**src/rtl/top_pkg.sv**
```systemverilog
// Shared types and default parameter values for the Q-seek controller.
package top_pkg;

    typedef enum logic [1:0] {
        IDLE,
        WAIT_MEAS,
        UPDATE
    } ctrl_state_t;

    localparam int DEF_BUS_WIDTH         = 10;
    localparam int DEF_WTD_BUS_WIDTH     = 3;
    localparam int DEF_Q_PER_PULSE       = 3;
    localparam int DEF_TOL               = 6;
    localparam int DEF_I_REF_DELTA_INSTB = 10;
    localparam int DEF_DELTA_Q_INSTB     = 50;
    localparam int DEF_INCLUDE_Q_DROP    = 0;

endpackage

```
**src/rtl/q_control.sv**
```systemverilog
// Control loop for the Q seek: sequencing FSM, error-proportional i_ref stepping,
// saturation, optional Q-collapse back-off with a sticky ceiling, and the converged flag.
module q_control
    import top_pkg::*;
#(
    parameter int BUS_WIDTH         = DEF_BUS_WIDTH,
    parameter int TOL               = DEF_TOL,
    parameter int I_REF_DELTA_INSTB = DEF_I_REF_DELTA_INSTB,
    parameter int DELTA_Q_INSTB     = DEF_DELTA_Q_INSTB,
    parameter int INCLUDE_Q_DROP    = DEF_INCLUDE_Q_DROP
) (
    input  logic                 clk,
    input  logic                 rst,
    input  logic                 start,
    input  logic                 enable,
    input  logic                 ready,
    input  logic [BUS_WIDTH-1:0] q_desired,
    input  logic [BUS_WIDTH-1:0] q_measured,
    output logic [BUS_WIDTH-1:0] i_ref,
    output logic                 converged
);

    localparam int EW = BUS_WIDTH + 1;

    ctrl_state_t state, state_next;

    logic signed [EW-1:0] err;
    logic [EW-1:0]        err_abs;
    logic [EW-1:0]        quarter;
    logic [BUS_WIDTH-1:0] step;
    logic                 in_tol;
    logic                 do_update;
    logic [BUS_WIDTH:0]   up_sum;
    logic [BUS_WIDTH-1:0] up_val;
    logic [BUS_WIDTH-1:0] down_val;
    logic [BUS_WIDTH-1:0] backoff_val;
    logic [BUS_WIDTH-1:0] ceiling;
    logic [BUS_WIDTH-1:0] prev_q;
    logic                 last_raised;
    logic                 drop_hit;
    logic                 unstable;

    always_ff @(posedge clk) begin
        if (!rst) begin
            state <= IDLE;
        end else begin
            state <= state_next;
        end
    end

    always_comb begin
        state_next = state;
        case (state)
            IDLE:      if (start && enable) state_next = WAIT_MEAS;
            WAIT_MEAS: if (ready) state_next = UPDATE;
            UPDATE:    state_next = WAIT_MEAS;
            default:   state_next = IDLE;
        endcase
        if (!start || !enable) begin
            state_next = IDLE;
        end
    end

    assign do_update = (state == UPDATE) && start && enable;

    assign err     = $signed({1'b0, q_desired}) - $signed({1'b0, q_measured});
    assign err_abs = err[EW-1] ? EW'(-err) : EW'(err);
    assign quarter = err_abs >> 2;
    assign step    = (quarter == '0) ? BUS_WIDTH'(1) : quarter[BUS_WIDTH-1:0];
    assign in_tol  = (err_abs <= EW'(TOL));

    // The ceiling is all-ones until a collapse is seen, so it doubles as the natural saturation point
    assign up_sum      = {1'b0, i_ref} + {1'b0, step};
    assign up_val      = (up_sum > {1'b0, ceiling}) ? ceiling : up_sum[BUS_WIDTH-1:0];
    assign down_val    = (i_ref > step) ? (i_ref - step) : '0;
    assign backoff_val = (i_ref > BUS_WIDTH'(I_REF_DELTA_INSTB)) ?
                         (i_ref - BUS_WIDTH'(I_REF_DELTA_INSTB)) : '0;

    assign drop_hit = ({1'b0, q_measured} + (BUS_WIDTH + 1)'(DELTA_Q_INSTB)) < {1'b0, prev_q};
    assign unstable = last_raised && drop_hit;

    generate
        if (INCLUDE_Q_DROP != 0) begin : g_q_drop
            logic [BUS_WIDTH-1:0] ceiling_r;

            always_ff @(posedge clk) begin
                if (!rst) begin
                    prev_q      <= '0;
                    last_raised <= 1'b0;
                    ceiling_r   <= '1;
                end else if (do_update) begin
                    prev_q      <= q_measured;
                    last_raised <= !unstable && !in_tol && !err[EW-1] && (up_val > i_ref);
                    if (unstable) begin
                        ceiling_r <= backoff_val;
                    end
                end
            end

            assign ceiling = ceiling_r;
        end else begin : g_no_q_drop
            assign prev_q      = '0;
            assign last_raised = 1'b0;
            assign ceiling     = '1;
        end
    endgenerate

    always_ff @(posedge clk) begin
        if (!rst) begin
            i_ref     <= '0;
            converged <= 1'b0;
        end else if (do_update) begin
            if (unstable) begin
                i_ref     <= backoff_val;
                converged <= 1'b0;
            end else if (in_tol) begin
                converged <= 1'b1;
            end else begin
                converged <= 1'b0;
                i_ref     <= err[EW-1] ? down_val : up_val;
            end
        end
    end

endmodule

```
**src/rtl/top.sv**
```systemverilog
// Q-seek front-end: synchronizes and counts the Q pulse train, closes each train with a
// watchdog timeout, and feeds the measurement to q_control. Define TOP_DEBUG_PORTS_EN for debug outputs.
module top
    import top_pkg::*;
#(
    parameter int BUS_WIDTH         = DEF_BUS_WIDTH,
    parameter int WTD_BUS_WIDTH     = DEF_WTD_BUS_WIDTH,
    parameter int Q_PER_PULSE       = DEF_Q_PER_PULSE,
    parameter int TOL               = DEF_TOL,
    parameter int I_REF_DELTA_INSTB = DEF_I_REF_DELTA_INSTB,
    parameter int DELTA_Q_INSTB     = DEF_DELTA_Q_INSTB,
    parameter int INCLUDE_Q_DROP    = DEF_INCLUDE_Q_DROP
) (
    input  logic                 clk,
    input  logic                 rst,
    input  logic                 q_serialized,
    input  logic                 start,
    input  logic                 enable,
    input  logic [BUS_WIDTH-1:0] q_desired,
`ifdef TOP_DEBUG_PORTS_EN
    output logic [BUS_WIDTH-1:0] q_measured_out,
    output logic                 ready_out,
    output logic                 converged_out,
`endif
    output logic [BUS_WIDTH-1:0] i_ref_out
);

    localparam logic [BUS_WIDTH:0]       Q_INC    = (BUS_WIDTH + 1)'(Q_PER_PULSE);
    localparam logic [BUS_WIDTH-1:0]     Q_MAX    = '1;
    localparam logic [WTD_BUS_WIDTH-1:0] WTD_LAST = WTD_BUS_WIDTH'(2 ** WTD_BUS_WIDTH - 2);

    logic                     q_sync1, q_sync2, q_sync_d;
    logic                     q_edge;
    logic [BUS_WIDTH-1:0]     acc;
    logic [BUS_WIDTH:0]       acc_sum;
    logic [WTD_BUS_WIDTH-1:0] wtd;
    logic                     wtd_run;
    logic                     wtd_expire;
    logic [BUS_WIDTH-1:0]     q_measured_w;
    logic                     ready_w;

    always_ff @(posedge clk) begin
        if (!rst) begin
            q_sync1  <= 1'b0;
            q_sync2  <= 1'b0;
            q_sync_d <= 1'b0;
        end else begin
            q_sync1  <= q_serialized;
            q_sync2  <= q_sync1;
            q_sync_d <= q_sync2;
        end
    end

    assign q_edge  = q_sync2 && !q_sync_d;
    assign acc_sum = {1'b0, acc} + Q_INC;

    // Expiring one count early makes the hand-off land exactly when the watchdog would read all-ones
    assign wtd_expire = wtd_run && !q_edge && (wtd == WTD_LAST);

    always_ff @(posedge clk) begin
        if (!rst) begin
            acc          <= '0;
            wtd          <= '0;
            wtd_run      <= 1'b0;
            q_measured_w <= '0;
            ready_w      <= 1'b0;
        end else begin
            ready_w <= 1'b0;
            if (!start) begin
                acc     <= '0;
                wtd     <= '0;
                wtd_run <= 1'b0;
            end else if (q_edge) begin
                acc     <= acc_sum[BUS_WIDTH] ? Q_MAX : acc_sum[BUS_WIDTH-1:0];
                wtd     <= '0;
                wtd_run <= 1'b1;
            end else if (wtd_expire) begin
                q_measured_w <= acc;
                ready_w      <= 1'b1;
                acc          <= '0;
                wtd          <= '0;
                wtd_run      <= 1'b0;
            end else if (wtd_run) begin
                wtd <= wtd + 1'b1;
            end
        end
    end

`ifdef TOP_DEBUG_PORTS_EN
    logic converged;
    assign q_measured_out = q_measured_w;
    assign ready_out      = ready_w;
    assign converged_out  = converged;
`else
    logic converged_unused;
`endif

    q_control #(
        .BUS_WIDTH        (BUS_WIDTH),
        .TOL              (TOL),
        .I_REF_DELTA_INSTB(I_REF_DELTA_INSTB),
        .DELTA_Q_INSTB    (DELTA_Q_INSTB),
        .INCLUDE_Q_DROP   (INCLUDE_Q_DROP)
    ) q_control_inst (
        .clk       (clk),
        .rst       (rst),
        .start     (start),
        .enable    (enable),
        .ready     (ready_w),
        .q_desired (q_desired),
        .q_measured(q_measured_w),
        .i_ref     (i_ref_out),
`ifdef TOP_DEBUG_PORTS_EN
        .converged (converged)
`else
        .converged (converged_unused)
`endif
    );

endmodule

```
**config.mk**
```make
export PLATFORM = sky130hd
export DESIGN_NAME = top
export DESIGN_NICKNAME = d
export VERILOG_FILES = /design/src/rtl/top_pkg.sv /design/src/rtl/q_control.sv /design/src/rtl/top.sv
export SDC_FILE = /design/constraint.sdc
export NUM_CORES = 1
export LEC_CHECK = 0
export ABC_AREA = 0
export BUFFER_PORTS_ARGS = -buffer_cell sky130_fd_sc_hd__buf_4
export CAP_MARGIN = 40
export CORE_ASPECT_RATIO = 1.4
export CORE_MARGIN = 2
export CORE_UTILIZATION = 40
export CTS_BUF_LIST = sky130_fd_sc_hd__clkbuf_4
export DETAILED_ROUTE_END_ITERATION = 16
export GPL_TIMING_DRIVEN = 0
export PLACE_DENSITY = 0.65
export SLEW_MARGIN = 10
export SYNTH_ARGS = -nofsm -noshare
export SYNTH_HDL_FRONTEND = slang
export SYNTH_SLANG_ARGS = --single-unit
```
**constraint.sdc**
```tcl
create_clock -name clk -period 16.9 [get_ports clk]
set_clock_uncertainty 0.15 [all_clocks]
set_input_delay 1.69 -clock clk [delete_from_list [all_inputs] [get_ports clk]]
set_output_delay 1.69 -clock clk [all_outputs]
set_load 0.05 [all_outputs]
```
After elaboration in Yosys (flattened, before gate mapping)
Cells that the tools add are included.
{ "op_classes": {"n_reduce_logical": 21, "eq_ne": 5, "addsub": 6, "n_mux": 14, "n_bitwise": 4, "n_lt_le_gt_ge": 3} }
{ "op_table": {"columns": ["cell", "n"], "rows": [
  ["10-bit two-way mux", 6],
  ["10-bit by 10-bit adder with 11-bit output", 1],
  ["10-bit by 2-bit adder with 11-bit output, second input constant", 1],
  ["11-bit by 10-bit greater-than comparator with 1-bit output, second input constant", 1],
  ["11-bit by 3-bit less-or-equal comparator with 1-bit output, second input constant", 1],
  ["11-bit logical NOT", 1],
  ["11-bit two-way mux", 1],
  ["11-bit negation", 1],
  ["10-bit by 10-bit subtractor with 11-bit output", 1],
  ["10-bit greater-than comparator", 1],
  ["10-bit subtractor", 1],
  ["9-bit two-way mux", 1],
  ["1-bit logical AND", 6],
  ["2-bit one-hot mux with 3 select lines", 1],
  ["2-bit AND reduction", 3],
  ["1-bit logical NOT", 4],
  ["2-bit two-way mux", 2],
  ["1-bit NOT", 4],
  ["4-bit OR reduction", 1],
  ["3-bit by 1-bit adder with 3-bit output, second input constant", 1],
  ["3-bit == test, second input constant", 1],
  ["1-bit two-way mux", 3],
  ["3-bit AND reduction", 1],
  ["3-bit OR reduction", 1],
  ["8 further kinds", 8]
]} }
{ "word_totals": {"inputBits": 15, "output_inout_bits": 10, "elab_cells": 63, "reg_bits": 40} }

Longest topological paths before layout
{ "logic_depth": {"ltp_word": 9, "ltp_mapped": 26, "depth_no_buf": 25} }

By module
Synthesis repeated with hierarchy kept, for this count alone.
{ "unflattened": {"cells_unflattened": 423, "area_unflattened_um2": 3464.6} }
{ "modules_own_cells": {"columns": ["module", "seq_area_each_um2", "cells_each", "instances", "area_per_inst_um2"], "rows": [
  ["q_control", 260.2, 294, 1, 2222.1],
  ["top", 560.5, 129, 1, 1242.4]
]} }

Worst setup path before layout
Ideal clock, no wire load.
{ "synth_timing": {"path_type": "input to register", "start": "in q_desired[0]", "end": "reg q_control_inst.i_ref[3]", "slack_ps": 10270, "t_required_ps": 16628, "setup_ps": 122, "path_stages": 26, "path_buffers": 2, "arrival_time_ps": 6359, "path_cell_list": "inv_1 > ha_1 > inv_1 > fa_1 > a211oi_2 > o21ai_1 > and3_1 > or2_1 > buf_2 > or4b_1 > o2bb2ai_1 > o2111ai_1 > nand2_1 > ha_1 > inv_1 > fa_1 > a21o_1 > a21o_1 > a221o_1 > a31oi_1 > nand2b_1 > clkbuf_1 > o22a_1 > a21oi_1 > o21ai_0 > mux2i_1"} }
{ "synth_between": {"elab_chain_cells": 9, "elab_cells_between_ends": 15, "cone_classes": "4 x add/sub; 3 x order compare; 5 x mux; 1 x bitwise; 2 x reduce/logical"} }
{ "synth_lines": {"columns": ["item", "line_no", "rtl"], "rows": [
  ["start: declaration", "top.sv:19", "input logic [BUS_WIDTH-1:0] q_desired,"],
  ["10-bit by 10-bit subtractor with 11-bit output *", "q_control.sv:66", "assign err = $signed({1'b0, q_desired}) - $signed({1'b0, q_measured});"],
  ["11-bit negation", "q_control.sv:67", "assign err_abs = err[EW-1] ? EW'(-err) : EW'(err);"],
  ["11-bit two-way mux", "q_control.sv:67", null],
  ["11-bit logical NOT", "q_control.sv:69", "assign step = (quarter == '0) ? BUS_WIDTH'(1) : quarter[BUS_WIDTH-1:0];"],
  ["9-bit two-way mux", "q_control.sv:69", null],
  ["10-bit by 10-bit adder with 11-bit output", "q_control.sv:73", "assign up_sum = {1'b0, i_ref} + {1'b0, step};"],
  ["11-bit by 10-bit greater-than comparator with 1-bit output", "q_control.sv:74", "assign up_val = (up_sum > {1'b0, ceiling}) ? ceiling : up_sum[BUS_WIDTH-1:0];"],
  ["10-bit two-way mux", "q_control.sv:74", null],
  ["10-bit two-way mux", "q_control.sv:120", "i_ref <= err[EW-1] ? down_val : up_val;"],
  ["end signal: assignment", "q_control.sv:114", "i_ref <= backoff_val;"],
  ["end signal: assignment", "q_control.sv:120", null],
  ["end: declaration", "q_control.sv:19", "output logic [BUS_WIDTH-1:0] i_ref,"]
]} }
Every way passes the cells marked *; elsewhere a longest branch is shown, timed or not.
A chain may end at the register's enable or synchronous reset.

Final worst setup path
{ "layout_timing": {"start": "in q_desired[0]", "end": "reg q_control_inst.i_ref[7]"} }
The elaborated chain is that of the path after synthesis.

==> impl_summary.txt <==
----------------------------------------------------
[Status]
  Outcome ... finished clean

[Power and ir drop]
  Static leakage ... between 1.5 and 2 nW
  Largest voltage drop on the vdd net ... ~36 uV
  Areal power density over the cells ... 56.4 mW/mm2
  Sum of internal, switching and leakage power ... 212 uW

[CTS]
  Clk sink count ... 40
  Total CTS buffers ... 5
  CTS Buffer Depth ... 2
  Hold_buf cts ... 0
  Clock-pin slew of the registers on the worst-case setup and hold paths ... roughly 0.16 ns
  Clock tree from TritonCTS ... yes
  Maximum level of the CTS H-tree ... 2
  Worst-skew pair later-pin latency ... 0.38 ns
  Number of setup buffers added after CTS ... 0
  Clk Tree Root Cell ... sky130_fd_sc_hd__clkbuf_4
  Number of gates resized after CTS ... 0

[Layout]
  Fill cell total of the finished layout ... between 800 and 900
  Fraction of final layout cells with drive strength greater than 1 ... 9.40%
  Antenna fix cells ... 0
  Area delta synth->final ... 10.5%
  Multi-input combinational cell area ... ~0.0024 mm2
  FF/Latch Area ... between 800 and 900 um2
  Number of nets in the layout ... 518

[Worst setup path]
  Most used cell, CP ... sky130_fd_sc_hd__inv_1
  Critical Path Source ... q_desired[0]
  Slowest Stage Delay on Critical Path ... roughly 0.54 ns
  Critical Path RT ... about 17 ns
  Crit end category ... flop
  WS Path Type ... input port to flop
  Arrival time at the worst endpoint ... around 7.4 ns
  Startpoint kind of the worst setup timing path ... input port
  Max FO, Critical Path ... 8
  Critical register-to-register path startpoint ... q_measured_w[0]$_SDFFE_PN0P_
  Slowest cell on the critical path ... sky130_fd_sc_hd__xor2_1

[Timing]
  Final-report max-slew violation count ... 0
  Setup_tns ... 0 ns
  Finish-stage setup viols ... 0
  Unrepaired setup endpoints after global routing ... false
  Minimum clock period after layout ... 7.24 ns
  Maximum frequency from static timing analysis ... between 100 and 150 MHz
  Relative max-transition margin ... a little under half
  Count of final hold-check violations ... 0
  Transition at the pin with the smallest max-transition slack ... roughly 0.8 ns
  Final worst path period share ... approximately 43%

[Route]
  Routed WL ... between 8000 and 9000 um
  DR vias/cell ... ~5.6
  Detailed Routing Iterations Pass 1 ... 5
  Detail Route Antenna Nets ... 0
  Count of unresolved DRC violations after routing ... 0
  Overall via count from detail_route ... roughly 3.2k
  DRT iter0 DRCs ... between 100 and 150
  Final routed wire length divided by cell count ... about 14 um

[Die]
  Core Area ... 0.00820 mm2
  Overall die height ... 113 um
  Die extent in x ... 82.0 um
  Initial core utilization ... between 40 and 50%
  Ports ... 25
  Total die area ... between 0.009 and 0.01 mm2
  Placement row count ... 39

[GRT]
  Number of global-route vias before repair ... roughly 3k
  Initial antenna violation count ... 0
  Routing usage on met1 ... 18.6%
  Busiest metal layer after global routing ... met2
  Global routing usage on met2 ... roughly a third
  Wire length of the first global-routing pass ... roughly 13000 um
  Remaining global-route overflow ... 0
  Maximum number of pins on one net before global-route repair ... 15
  Met3 routing resource usage after global routing ... a little over 3%
  All-layer global routing usage ... 18.3%

[Yosys]
  Dominant synthesized flop cell ... sky130_fd_sc_hd__dfxtp_1
  Number of enable flip-flop cells after synthesis ... 0
  Cell variety after synth ... 56
  Sequential fraction of the synthesis area ... a little under a quarter
  Nets in the synthesized netlist ... 488
  Async set or reset register ratio after synthesis ... 0%
  Warning count from the yosys run ... 0
  Post-synthesis cell count ... approximately 440
  Number of register bits inferred by synthesis ... 40
  Synthesized cell area ... about 0.0034 mm2
  Per-instance average area after synthesis ... between 7 and 8 um2

[Flow run]
  Max-Cap Viols ... 0

[Worst hold path]
  Worst hold-check path type ... flop to flop
  Origin of the worst min-delay path ... ready_w$_SDFF_PP0_

[Place]
  Number of buffer cells added on primary ports ... 23
  DP Wirelength ... ~6400 um
  Last weighted congestion value of the routability-driven placer ... 0.977

----------------------------------------------------
## routing by layer
layer	share of wire [%]	up-vias	wire length (um)
met2	53	73	4360
li1	-	1608	-
met1	40	1486	3280
met4	3.5	0	286
met3	3.4	25	278
met5	0	-	0
## worst max-delay path, delay by kind of cell
family,cells,cell delay (ns)
AO/OA/AOI/OAI,10,2.18
XOR/XNOR,1,0.54
adder cells (fa/ha/maj),4,1.18
buffers and inverters,6,0.82
multiplexers,1,0.08
AND/OR/NAND/NOR,5,0.88
## synth_stat cells (all sizes together), types with 10 or more instances
library cell	count	area share, %
nand3	18	2.6
nand2	31	3.4
clkbuf	12	1.3
mux2i	17	5.0
o21ai	29	4.3
nor2	44	4.8
dfxtp	40	23
xor2	10	2.6
a21o	11	2.4
ha	33	12
inv	38	4.2
a21oi	30	4.4
xnor2	14	3.6
## state kept, by name, indices dropped and copies added (netlist names)
| signal | count |
|---|---|
| acc | 10 |
| q_control_inst.i_ref | 10 |
| q_control_inst.state | 2 |
| q_measured_w | 10 |
| q_sync1 | 1 |
| q_sync2 | 1 |
| q_sync_d | 1 |
| ready_w | 1 |
| wtd | 3 |
| wtd_run | 1 |
## placed cells by master, fill, tap and decap left out, types with 4 or more instances in the layout
master | Yosys | routed
sky130_fd_sc_hd__o21ai_0 | 25 | 25
sky130_fd_sc_hd__a22o_1 | 7 | 7
sky130_fd_sc_hd__nand2_1 | 31 | 31
sky130_fd_sc_hd__nor2_1 | 44 | 44
sky130_fd_sc_hd__a221oi_1 | 5 | 5
sky130_fd_sc_hd__o31ai_1 | 4 | 4
sky130_fd_sc_hd__ha_1 | 33 | 33
sky130_fd_sc_hd__nand3_1 | 18 | 18
sky130_fd_sc_hd__and2_1 | 6 | 6
sky130_fd_sc_hd__a21o_1 | 11 | 11
sky130_fd_sc_hd__buf_4 | 0 | 23
sky130_fd_sc_hd__nand2b_1 | 8 | 8
sky130_fd_sc_hd__dfxtp_1 | 40 | 40
sky130_fd_sc_hd__clkbuf_1 | 12 | 12
sky130_fd_sc_hd__nor2b_1 | 8 | 8
sky130_fd_sc_hd__o21ai_1 | 4 | 4
sky130_fd_sc_hd__and4_1 | 4 | 4
sky130_fd_sc_hd__mux2i_1 | 17 | 17
sky130_fd_sc_hd__clkbuf_4 | 0 | 5
sky130_fd_sc_hd__o221a_2 | 4 | 4
sky130_fd_sc_hd__inv_1 | 38 | 38
sky130_fd_sc_hd__nor3_1 | 6 | 6
sky130_fd_sc_hd__xor2_1 | 10 | 10
sky130_fd_sc_hd__and3_1 | 7 | 7
sky130_fd_sc_hd__a21oi_1 | 30 | 30
sky130_fd_sc_hd__xnor2_1 | 14 | 14
## power by group
part	internal, mW	switching (mW)
clock	0.0165	0.0394
combinational	0.0251	0.0359
sequential	0.0949	0.000418
## logic make-up (layout without fill, tap and decap cells)
| logic type | count (synthesis) | in the layout | synth area share, % |
|---|---|---|---|
| buffers and inverters | 52 | 83 | 5.98 |
| AND/OR/NAND/NOR | 146 | 146 | 21.1 |
| adder cells (fa/ha/maj) | 36 | 36 | 13.9 |
| AO/OA/AOI/OAI | 122 | 122 | 24.4 |
| flip-flops | 40 | 40 | 23.5 |
| multiplexers | 17 | 17 | 4.99 |
| XOR/XNOR | 24 | 24 | 6.17 |
## through the flow
| step | cells | hold slack, ns | area, um2 | setup WS [ns] | utilization, % |
|---|---|---|---|---|---|
| after global routing | 570 | 0.335 | 3770 | 9.29 | 46.0 |
| after CTS | 570 | 0.295 | 3770 | 9.66 | 46.0 |
| final | 570 | 0.280 | 3770 | 9.66 | 46.0 |
| after detailed placement | 562 | 0.279 | 3710 | 9.26 | 45.3 |
| after floorplan | 437 | 0.262 | 3410 | 10.27 | - |
| after global placement | 562 | 0.274 | 3710 | 9.30 | 45.3 |
## path summary, 6_finish.rpt
check | cells after the start | endpoint | slack (ns)
worst min register to register | 2 | q_control_inst.state[1]$_SDFFE_PP0P_ | 0.28
worst max register to register | 25 | q_control_inst.i_ref[7]$_SDFFE_PN0P_ | 10.80
worst max-delay path | 27 | q_control_inst.i_ref[7]$_SDFFE_PN0P_ | 9.66
worst min-delay path | 2 | q_control_inst.state[1]$_SDFFE_PP0P_ | 0.28
## cell type report
class                           count  area share [%]
Multi-Input combinational cell    345            63.8
Sequential cell                    40            21.2
Buffer                             14            1.63
Clock buffer                        5           0.996
Clock inverter                      3           0.564
Timing Repair Buffer               23            4.58
Inverter                           38            3.78
Tap cell                          102            3.39
No activity file was read; power rests on OpenSTA's default activity.
